--- src/rtl/aircon_pkg.sv ---
// Shared encodings for the air-conditioner controller: modes, levels, fan duties and
// sequencer state codes.
package aircon_pkg;

  localparam logic [1:0] ModeIdle   = 2'd0;
  localparam logic [1:0] ModeAuto   = 2'd1;
  localparam logic [1:0] ModeManual = 2'd2;

  localparam logic [1:0] Level0 = 2'd0;
  localparam logic [1:0] Level1 = 2'd1;
  localparam logic [1:0] Level2 = 2'd2;
  localparam logic [1:0] Level3 = 2'd3;

  localparam logic [7:0] DutyOff     = 8'd0;
  localparam logic [7:0] DutyLevel0  = 8'd64;
  localparam logic [7:0] DutyLevel1  = 8'd128;
  localparam logic [7:0] DutyLevel2  = 8'd192;
  localparam logic [7:0] DutyLevel3  = 8'd255;
  localparam logic [7:0] DutyPostrun = 8'd64;

  localparam logic [2:0] StOff      = 3'd0;
  localparam logic [2:0] StPrestart = 3'd1;
  localparam logic [2:0] StFanOnly  = 3'd2;
  localparam logic [2:0] StRun      = 3'd3;
  localparam logic [2:0] StPostrun  = 3'd4;

  function automatic logic [7:0] duty_for_level(logic [1:0] lvl);
    logic [7:0] d;
    unique case (lvl)
      Level0:  d = DutyLevel0;
      Level1:  d = DutyLevel1;
      Level2:  d = DutyLevel2;
      default: d = DutyLevel3;
    endcase
    return d;
  endfunction

  // Decrement on tick, holding at zero.
  function automatic logic [7:0] sat_dec(logic [7:0] c, logic en);
    return (en && (c != 8'd0)) ? c - 8'd1 : c;
  endfunction

endpackage

--- src/rtl/fan_ramp_pwm.sv ---
// Fan duty ramp (one step per tick, clamped at the target) and free-running 8-bit PWM.
module fan_ramp_pwm
  import aircon_pkg::*;
#(
  parameter int unsigned RAMP_STEP = 8
) (
  input  logic       clk,
  input  logic       reset,
  input  logic       tick,
  input  logic [7:0] target,
  output logic [7:0] fan_duty,
  output logic       fan_pwm
);

  logic [7:0] duty_q, duty_d;
  logic [7:0] pwm_cnt_q;
  logic [8:0] step9, up_sum, dn_diff, target9;

  assign step9   = 9'(RAMP_STEP);
  assign target9 = {1'b0, target};
  assign up_sum  = {1'b0, duty_q} + step9;
  assign dn_diff = {1'b0, duty_q} - step9;

  always_comb begin
    duty_d = duty_q;
    if (tick) begin
      if (duty_q < target) begin
        duty_d = (up_sum > target9) ? target : up_sum[7:0];
      end else if (duty_q > target) begin
        // Borrow in bit 8 means the step ran below zero.
        duty_d = (dn_diff[8] || (dn_diff < target9)) ? target : dn_diff[7:0];
      end
    end
  end

  always_ff @(posedge clk or negedge reset) begin
    if (!reset) begin
      duty_q    <= DutyOff;
      pwm_cnt_q <= 8'd0;
    end else begin
      duty_q    <= duty_d;
      pwm_cnt_q <= pwm_cnt_q + 8'd1;
    end
  end

  assign fan_duty = duty_q;
  assign fan_pwm  = (pwm_cnt_q < duty_q);

endmodule

--- src/rtl/climate_sequencer.sv ---
// Actuator sequencer: fan prestart, compressor lockout, safe valve changeover and
// fan post-run, driving a ramped fan PWM.
module climate_sequencer
  import aircon_pkg::*;
#(
  parameter int unsigned MIN_OFF_S  = 3,
  parameter int unsigned PRESTART_S = 2,
  parameter int unsigned POSTRUN_S  = 5,
  parameter int unsigned RAMP_STEP  = 8
) (
  input  logic       clk,
  input  logic       reset,
  input  logic       tick,
  input  logic [1:0] mode,
  input  logic       heat_cool,
  input  logic [1:0] level,
  input  logic       ultrasonic_mode,
  output logic       compressor_on,
  output logic       valve_cool,
  output logic       fan_pwm,
  output logic [7:0] fan_duty,
  output logic       humidifier_en,
  output logic [2:0] state
);

  logic [2:0] state_q, state_d;
  logic       valve_q, valve_d;
  logic [7:0] prestart_q, prestart_d;
  logic [7:0] postrun_q, postrun_d;
  logic [7:0] lockout_q, lockout_d;
  logic [7:0] target;
  logic       idle, demand, can_run;

  // Mode code 3 is reserved and behaves as IDLE.
  assign idle    = (mode == ModeIdle) || (mode == 2'd3);
  assign demand  = (mode == ModeManual) || ((mode == ModeAuto) && (level != Level0));
  assign can_run = demand && (lockout_q == 8'd0);

  always_comb begin
    state_d    = state_q;
    valve_d    = valve_q;
    prestart_d = sat_dec(prestart_q, tick);
    postrun_d  = sat_dec(postrun_q, tick);
    lockout_d  = sat_dec(lockout_q, tick);
    case (state_q)
      StOff: begin
        if (!idle) begin
          state_d    = StPrestart;
          prestart_d = 8'(PRESTART_S);
        end
      end
      StPrestart: begin
        if (idle) begin
          state_d   = StPostrun;
          postrun_d = 8'(POSTRUN_S);
        end else if (prestart_q == 8'd0) begin
          state_d = can_run ? StRun : StFanOnly;
          if (can_run) valve_d = heat_cool;
        end
      end
      StFanOnly: begin
        if (idle) begin
          state_d   = StPostrun;
          postrun_d = 8'(POSTRUN_S);
        end else if (can_run) begin
          state_d = StRun;
          valve_d = heat_cool;
        end
      end
      StRun: begin
        if (idle) begin
          state_d   = StPostrun;
          postrun_d = 8'(POSTRUN_S);
          lockout_d = 8'(MIN_OFF_S);
        end else if (!demand || (heat_cool != valve_q)) begin
          state_d   = StFanOnly;
          lockout_d = 8'(MIN_OFF_S);
        end
      end
      StPostrun: begin
        if (!idle) begin
          state_d = StFanOnly;
        end else if (postrun_q == 8'd0) begin
          state_d = StOff;
        end
      end
      default: state_d = StOff;
    endcase
  end

  always_ff @(posedge clk or negedge reset) begin
    if (!reset) begin
      state_q    <= StOff;
      valve_q    <= 1'b0;
      prestart_q <= 8'd0;
      postrun_q  <= 8'd0;
      lockout_q  <= 8'd0;
    end else begin
      state_q    <= state_d;
      valve_q    <= valve_d;
      prestart_q <= prestart_d;
      postrun_q  <= postrun_d;
      lockout_q  <= lockout_d;
    end
  end

  always_comb begin
    case (state_q)
      StOff:     target = DutyOff;
      StPostrun: target = DutyPostrun;
      default:   target = duty_for_level(level);
    endcase
  end

  fan_ramp_pwm #(
    .RAMP_STEP(RAMP_STEP)
  ) u_fan (
    .clk     (clk),
    .reset   (reset),
    .tick    (tick),
    .target  (target),
    .fan_duty(fan_duty),
    .fan_pwm (fan_pwm)
  );

  assign compressor_on = (state_q == StRun);
  assign valve_cool    = valve_q;
  assign state         = state_q;
  assign humidifier_en = ultrasonic_mode && ((state_q == StFanOnly) || (state_q == StRun));

endmodule

--- config.mk ---
export PLATFORM = sky130hd
export DESIGN_NAME = climate_sequencer
export DESIGN_NICKNAME = d
export VERILOG_FILES = /design/src/rtl/aircon_pkg.sv /design/src/rtl/fan_ramp_pwm.sv /design/src/rtl/climate_sequencer.sv
export SDC_FILE = /design/constraint.sdc
export NUM_CORES = 1
export LEC_CHECK = 0
export ABC_CLOCK_PERIOD_IN_PS = 2450
export CORE_UTILIZATION = 35
export CTS_CLUSTER_DIAMETER = 50
export CTS_CLUSTER_SIZE = 16
export DETAILED_ROUTE_END_ITERATION = 7
export SYNTH_ARGS = -nofsm -noshare
export SYNTH_HDL_FRONTEND = slang
export SYNTH_SLANG_ARGS = --single-unit
export TNS_END_PERCENT = 5
--- constraint.sdc ---
create_clock -name clk -period 2.45 [get_ports clk]
set_input_delay 0.3675 -clock clk [delete_from_list [all_inputs] [get_ports clk]]
set_output_delay 0.3675 -clock clk [all_outputs]
set_load 0.01 [all_outputs]
# Yosys cells after proc, flatten, opt, wreduce, memory -nomap -nowiden

Cells that the tools add are included.
Widths: inputs -> output; s select.

Order comparisons: 5
Multipliers: 0
Equal/unequal tests: 18
Multiplexer cells: 32
$add $sub $neg: 6
Reduce and logical (&&, ||, !) cells: 28
Bitwise logic cells: 0
Divide/modulo/power cells: 0
Shifts and indexed selects: 0

Operator list:

| cell                | number |
|---|---|
| $mux 8              | 14 |
| $mux 3              | 9 |
| $logic_not 8->1     | 3 |
| $pmux 8 s3          | 1 |
| $reduce_bool 8->1   | 3 |
| $sub 8x1->8 const B | 3 |
| $lt 8x8->1          | 2 |
| $pmux 8 s2          | 1 |
| $pmux 3 s5          | 1 |
| $add 8x4->9 const B | 1 |
| $gt 9x8->1          | 1 |
| $lt 9x8->1          | 1 |
| $ne 3x3->1 const B  | 3 |
| $sub 8x4->9 const B | 1 |
| $add 8x1->8 const B | 1 |
| $gt 8x8->1          | 1 |
| $ne 2x2->1 const B  | 4 |
| $eq 2x2->1 const B  | 3 |
| $eq 3x2->1 const B  | 2 |
| $logic_and 1x1->1   | 6 |
| $reduce_bool 2->1   | 3 |
| $logic_or 1x1->1    | 5 |
| $mux 1              | 5 |
| $reduce_and 5->1    | 1 |
| 12 further kinds    | 14 |

RAM bits: 0
Logic and storage cells: 96
Memories: 0
Input bits: 9
ROM bits: 0
Flip-flop bits (word level): 44
Bits in latches: 0
Output and inout bits: 15

# Depth between registers and ports, before layout

Gate-level depths: netlist (run 1).

Word-level depth: 8
Gate-level depth with buffers: 12
Depth with buffers taken out: 11

# Hierarchy

From an unflattened synthesis (run 1), not the netlist that was laid out.

Cell total of the unflattened synthesis: 344
Area, all modules: 3228.1 µm²

By module, submodules not included:

| module            | cells an instance | sequential area each (µm²) | area an instance (µm²) | instances |
|---|---|---|---|---|
| climate_sequencer | 185               | 700.7                      | 1712.9                 | 1 |
| fan_ramp_pwm      | 159               | 400.4                      | 1515.2                 | 1 |

# Worst setup path before layout (run 1)

Ideal clock, no wire load.

Path kind: flip-flop to flip-flop
From: register state_q[0] (netlist: state[0])
To: register u_fan.duty_q[7] (netlist: u_fan.fan_duty[7])
Path buffers: 1
Library setup time: 121 ps
Required time: 2329 ps
Stages on the path, launching flop included: 10
Slack: -246 ps
Data arrival time: 2575 ps
Cells stage by stage: dfrtp_1 buf_4 o211ai_1 ha_1 a221oi_2 o41ai_4 o31ai_2 inv_1 o21a_1 a22o_1

Word-level cells in the longest chain between the ends: 7
Elaborated cells on any way between the ends: 14

RTL lines:

| item                                                 | line                     | source |
|---|---|---|
| start: declaration                                   | climate_sequencer.sv:26  | `logic [2:0] state_q, state_d;` |
| start signal: assignment                             | climate_sequencer.sv:93  | `state_q <= StOff;` |
| start signal: assignment                             | climate_sequencer.sv:99  | `state_q <= state_d;` |
| $eq 3x3->1 / $logic_not 3->1 (equally long branches) | climate_sequencer.sv:108 | `case (state_q)` |
| $pmux 8 s2 (*)                                       | climate_sequencer.sv:108 |  |
| $lt 9x8->1                                           | fan_ramp_pwm.sv:31       | `duty_d = (dn_diff[8] \|\| (dn_diff < target9)) ? target : dn_diff[7:0];` |
| $logic_or 1x1->1                                     | fan_ramp_pwm.sv:31       |  |
| $mux 8                                               | fan_ramp_pwm.sv:31       |  |
| $mux 8                                               | fan_ramp_pwm.sv:29       | `end else if (duty_q > target) begin` |
| $mux 8                                               | fan_ramp_pwm.sv:27       | `if (duty_q < target) begin` |
| end signal: assignment                               | fan_ramp_pwm.sv:38       | `duty_q <= DutyOff;` |
| end signal: assignment                               | fan_ramp_pwm.sv:41       | `duty_q <= duty_d;` |
| end: declaration                                     | fan_ramp_pwm.sv:15       | `logic [7:0] duty_q, duty_d;` |

Every way passes the cells marked *; elsewhere a longest branch is shown, timed or not. The select of a mux whose other input is x is not followed.
A chain may end at the register's enable or synchronous reset.

# Final worst setup path (run 1)

From: input port level[1]
To: register u_fan.duty_q[3] (netlist: u_fan.fan_duty[3])

Word-level cells in the longest chain between the ends: 8
Elaborated cells on any way between the ends: 16

RTL lines:

| item                                     | line                     | source |
|---|---|---|
| start: declaration                       | climate_sequencer.sv:16  | `input logic [1:0] level,` |
| $eq 2x2->1, or another cell as far along | aircon_pkg.sv:29         | `unique case (lvl)` |
| $pmux 8 s3 (*)                           | aircon_pkg.sv:29         |  |
| $pmux 8 s2 (*)                           | climate_sequencer.sv:108 |  |
| $lt 9x8->1                               | fan_ramp_pwm.sv:31       |  |
| $logic_or 1x1->1                         | fan_ramp_pwm.sv:31       |  |
| $mux 8                                   | fan_ramp_pwm.sv:31       |  |
| $mux 8                                   | fan_ramp_pwm.sv:29       |  |
| $mux 8                                   | fan_ramp_pwm.sv:27       |  |

Marks and branches as above.

==> results of run 1 <==
-- worst max-delay path, stage by stage --
cell,delay (ns)
clkdlybuf4s50_1,0.48
o211ai_1,0.15
buf_4,0.21
ha_4,0.27
nand2_1,0.09
a221oi_4,0.25
o41ai_4,0.09
buf_4,0.15
a211oi_4,0.28
a21oi_4,0.08
or3_1,0.36
o211ai_1,0.09
-- synth_stat cells (2+ instances only) --
| cell | number |
|---|---|
| nor4_1 | 8 |
| and2_1 | 3 |
| nor3_1 | 10 |
| o21a_1 | 3 |
| inv_1 | 21 |
| dfrtp_1 | 42 |
| a221oi_1 | 3 |
| and3b_1 | 2 |
| a21o_1 | 3 |
| o211ai_1 | 3 |
| buf_4 | 3 |
| nand3_1 | 14 |
| nand4b_1 | 2 |
| nor3b_1 | 2 |
| a211o_1 | 3 |
| nor2_1 | 29 |
| xnor2_1 | 21 |
| o21ai_0 | 11 |
| and3_1 | 4 |
| nand4_1 | 2 |
| nor2b_1 | 4 |
| clkbuf_1 | 3 |
| nand2_1 | 17 |
| or3_1 | 4 |
| xor2_1 | 9 |
| ha_1 | 32 |
| a22o_1 | 2 |
| nand3b_1 | 2 |
| nand2b_1 | 8 |
| a21oi_1 | 9 |
-- layout make-up --
| cell class | instances | area [um^2] | share of cell area [%] |
|---|---|---|---|
| Clock buffer | 6 | 72.6 | 1.87 |
| Clock inverter | 2 | 13.8 | 0.355 |
| Inverter | 22 | 82.6 | 2.13 |
| Multi-Input combinational cell | 233 | 1850 | 47.8 |
| Sequential cell | 42 | 1050 | 27.2 |
| Tap cell | 102 | 128 | 3.29 |
| Timing Repair Buffer | 83 | 673 | 17.4 |
-- power by group --
part           internal, mW  switching (mW)  leakage [nW]
Combinational          2.07            1.92          1.21
Sequential            0.945           0.238         0.526
Clock                 0.201           0.242        0.0452
-- layer usage --
layer,up-vias,global-route usage [%]
li1,1233,-
met1,1196,21.6
met2,43,28.9
met3,6,3.12
met4,0,4.74
met5,-,0
-- how the worst max path moves through the flow --
stage	start	to	slack, ns	cells past startpoint
after floorplan	state[0]	u_fan.fan_duty[5]	-0.21	9
after global placement	level[1]	u_fan.fan_duty[5]	-0.53	11
after detailed placement	level[1]	u_fan.fan_duty[5]	-0.61	11
after CTS	state[1]	u_fan.fan_duty[3]	-0.25	10
after global routing	state[0]	u_fan.fan_duty[3]	-0.33	10
final	level[1]	u_fan.fan_duty[3]	-0.21	12
-- flip-flops by register name, summed over array words and instances, names as in the netlist --
register         cells
valve_cool           1
u_fan.pwm_cnt_q      8
prestart_q           8
lockout_q            8
state                3
postrun_q            8
u_fan.fan_duty       6
-- per-stage QoR --
step / TNS (ns) / hold slack [ns] / instances
finish: -1.00 / 0.0533 / 490
CTS: -1.33 / 0.0686 / 480
global placement: -2.96 / 0.375 / 466
detailed placement: -3.31 / 0.393 / 466
floorplan: -1.11 / 0.0719 / 305
global route: -1.74 / 0.0846 / 490
-- timing repair --
| action | 4_1_cts | 5_1_grt |
|---|---|---|
| buffers inserted | 6 | 10 |
| resized for setup | 12 | 18 |
| pin swaps | 7 | 8 |
| gates cloned | 0 | 0 |
| endpoints found under the setup margin | 7 | 7 |
-- kinds of logic after synthesis --
group,Yosys count,share of synthesized area (%)
AOI/OAI and AO/OA,53,14.5
adders and majority gates,33,14.2
buffers and inverters,30,4.54
xor gates and xnor gates,30,9.08
muxes,3,1.12
DFF,42,36.3
and+or+nand+nor,114,20.2
==> metrics, run 1 <==
dpl ws=-0.607 ns; syn nets=346; Ant. Diodes=0; number of global-route vias before repair=2,504; largest cells by area after synthesis=dfrtp_1 (36%), ha_1 (14%), xnor2_1 (6.4%); Synth Area per Inst=9.48 um^2; dpl hpwl=4990 um; critical path launch point type=primary input; Synth top area share=36.3%; arrival time at the worst endpoint=2.87 ns; max frequency=376 MHz; WP data required=2.65 ns; Final Hold Viols=0; FF-to-FF Start=state[0]; Post-synth EDFFs=0; Max Cap Viol=0; Critical Path Sink Type=flip-flop; slew at the pin with the worst max-slew slack=0.545 ns; Syn-to-layout area delta=34.0%; Num CTS Buffers=5; CTS Root Cell=clkbuf_8; area leader, netlist=dfrtp_1; leakage power=1.78 nW; Power Total=5.62 mW; Cell variety after synth=56; Clock Sinks=42; I/O Buffers=23; PnR worst setup slack=-0.212 ns; total number of vias=2,478; worst skew pair latency=0.29 ns; initial antenna violation count=0; Post-synth ARST share=100%; htree depth=2; Worst IR Drop VDD=0.000513 V; Routed met2 length=3180 um; Highest Signal Layer=met4; RR Endpoint=u_fan.fan_duty[3]; Core ar.=0.00785 mm^2; met3 wire len=229 um; FILL cells=756; M1 WL=3230 um; largest net degree at the start of global routing=23; die footprint=0.00863 mm^2; First-pass DRT Iterations=4; failing checks=negative setup slack; PwrDens=1450 mW/mm^2; global-route wire length before repair=11,500 um; All-Layer GR Usage=16.9%; fin area=0.00387 mm^2; Max FO, Critical Path=5; status=finished with violations; Slew HR=63.6%; commonest cells after routing, fill and taps aside=buf_4 (60), dfrtp_1 (40), nor2_1 (29); number of synthesized register bits=42; final worst path period share=109%; sequential fraction of the synthesis area=36.3%; RSZ-0062 raised after global routing=true; main flop type after synthesis=dfrtp_1; clock slew at the register clock pins of the worst setup and hold paths=0.09 ns; total gr overflow=0; commonest non-fill, non-tap cell in the layout=buf_4; WL/cell=13.7 um; CP Class=in -> reg; Detailed Route Iter0 Violations=88; Mapped Cells=305; Post-Route WL=6720 um; clock tree buffer depth=2; Vias per Instance=5.06; Post-CTS Hold Buffers=0; Placed Instance Area=0.00354 mm^2; starting density of the core=36.9%; share of cells above drive strength 1=25.0%; Layout Utilization=49.4%; Site Rows=32; skew final=0.0105 ns; number of routed nets with antenna violations=0; Hold Path Class=in -> async; Synth Warn #=0; Nets=428; # DRC=0; Die H=92.9 um; synthesized area=0.00289 mm^2; FF-to-FF path depth=11; Die X-Extent=92.9 um; Max Slew Vio Count=0; Final min period=2.66 ns; final setup vio count=6; FF-to-FF setup slack=-0.19 ns; # IOs=24; CTS tree=built; global placer's final weighted congestion=0.903
Power figures use the tool's default switching activity.
==> inputs of run 2 (changes only) <==
- CTS_CLUSTER_DIAMETER: 50 -> not set
==> results of run 2 <==
The final DEF is identical to that of run 1; final timing and power are the same.
==> inputs of run 3 (changes only) <==
- CTS_BUF_LIST: not set -> sky130_fd_sc_hd__clkbuf_16
==> metrics, run 3 (synthesis results as in run 1) <==
initial antenna violation count=0; Clock Sinks=42; Nets=428; status=finished with violations; Slew HR=64.0%; Max Slew Vio Count=0; final setup vio count=6; Syn-to-layout area delta=37.5%; PwrDens=1490 mW/mm^2; Vias per Instance=5.12; arrival time at the worst endpoint=2.80 ns; First-pass DRT Iterations=4; Power Total=5.95 mW; CP Class=reg -> reg; Post-Route WL=6870 um; PnR worst setup slack=-0.187 ns; Max Cap Viol=0; CP Cell Sequence=buf_4 > o211ai_4 > inv_2 > ha_4 > nand2b_4 > a221oi_4 > o41ai_4 > buf_4 > a211oi_4 > buf_4 > a21oi_1 > a32o_1; global-route wire length before repair=11,500 um; Buf/Inv on CP=4; Post-CTS Hold Buffers=0; Final min period=2.64 ns; Final Hold Viols=0; number of global-route vias before repair=2,497; leakage power=1.82 nW; Num CTS Buffers=5; CTS Root Cell=clkbuf_16; commonest non-fill, non-tap cell in the layout=buf_4; Detailed Route Iter0 Violations=55; WP data required=2.61 ns; non-filler cells, final=490; # DRC=0; Setup TNS=-0.888 ns; end of the critical path=u_fan.fan_duty[5]; worst hold slack=0.0726 ns; htree depth=2; Die X-Extent=92.9 um; failing checks=negative setup slack; FF-to-FF Start=state[0]; Max stage delay cell, worst path=dfrtp_1; FF-to-FF setup slack=-0.19 ns; Critical Path Sink Type=flip-flop; crit-path most repeated cell=buf_4; largest stage delay on the critical path=0.41 ns; final worst path period share=108%; dpl ws=-0.607 ns; commonest cells after routing, fill and taps aside=buf_4 (59), dfrtp_1 (42), nor2_1 (29); critical path launch point type=flip-flop; worst setup path startpoint=state[0]; clock tree buffer depth=2; Hold Path Class=in -> async; worst skew pair latency=0.28 ns; global placer's final weighted congestion=0.903; WL/cell=14.0 um; Worst IR Drop VDD=0.000575 V; CTS tree=built; RSZ-0062 raised after global routing=true; CP Depth=12; RR Endpoint=u_fan.fan_duty[5]; Max FO, Critical Path=5; Crit path max-delay family=compound AO/OA/AOI/OAI gates; I/O Buffers=23; dpl cells=466; Site Rows=32; Ant. Diodes=0; total number of vias=2,507; die footprint=0.00863 mm^2; All-Layer GR Usage=17.0%; FF-to-FF path depth=12; max frequency=379 MHz; largest net degree at the start of global routing=23; skew final=0.00660 ns; slew at the pin with the worst max-slew slack=0.541 ns; share of cells above drive strength 1=26.3%; # IOs=24; number of routed nets with antenna violations=0; Core ar.=0.00785 mm^2; total gr overflow=0; Die H=92.9 um; dpl hpwl=4990 um; starting density of the core=36.9%; clock slew at the register clock pins of the worst setup and hold paths=0.06 ns
run 3: changes by cell type in the layout (fill, tap and decap cells not counted), moves of 2 or more:
cell	before	now
clkbuf_16	0	5
clkbuf_8	5	0
dfrtp_1	40	42
dfrtp_2	2	0
dlygate4sd2_1	0	2
ha_1	27	25
o21ai_1	3	1
run 3: what timing repair did:
action                                  4_1_cts  5_1_grt
buffers inserted                             12        4
gates resized for setup                      19       18
endpoints found under the setup margin        7        7
pin swaps                                     9       14
run 3: final cells by class:
type                       count  area, um^2
fill                         755        3870
multi-input combinational    233        1890
sequential                    42        1050
timing repair buffer          83         681
tap                          102         128
clock buffer                   5         125
inverter                      22        82.6
clock inverter                 3        17.5
run 3: how the worst min path moves through the flow:
stage	from	endpoint	slack [ns]	cells past startpoint
2_1_floorplan	reset	lockout_q[0]	0.07	0
3_3_place_gp	reset	u_fan.fan_duty[6]	0.38	1
3_5_place_dp	reset	u_fan.fan_duty[6]	0.39	1
4_1_cts	reset	lockout_q[3]	0.09	1
5_1_grt	reset	lockout_q[1]	0.11	1
6_report	reset	lockout_q[3]	0.07	1
run 3: report_power, final:
| group | total [mW] | internal (mW) | switching, mW |
|---|---|---|---|
| combinational | 4.12 | 2.14 | 1.98 |
| clock | 0.633 | 0.373 | 0.260 |
| sequential | 1.19 | 0.944 | 0.248 |
run 3: per-stage QoR:
stage                     util, %  cell area [um^2]
after floorplan                 -              2910
after global placement       45.1              3540
after detailed placement     45.1              3540
after CTS                    49.5              3880
after global routing         50.7              3980
final                        50.7              3980
run 3: routing by layer:
layer / global-route usage, % / share of wire (%) / vias to the layer above
met5: 0 / 0 / -
met4: 4.87 / 1.2 / 0
met3: 3.53 / 4.0 / 6
met2: 28.4 / 47 / 54
met1: 21.9 / 47 / 1211
li1: - / - / 1236
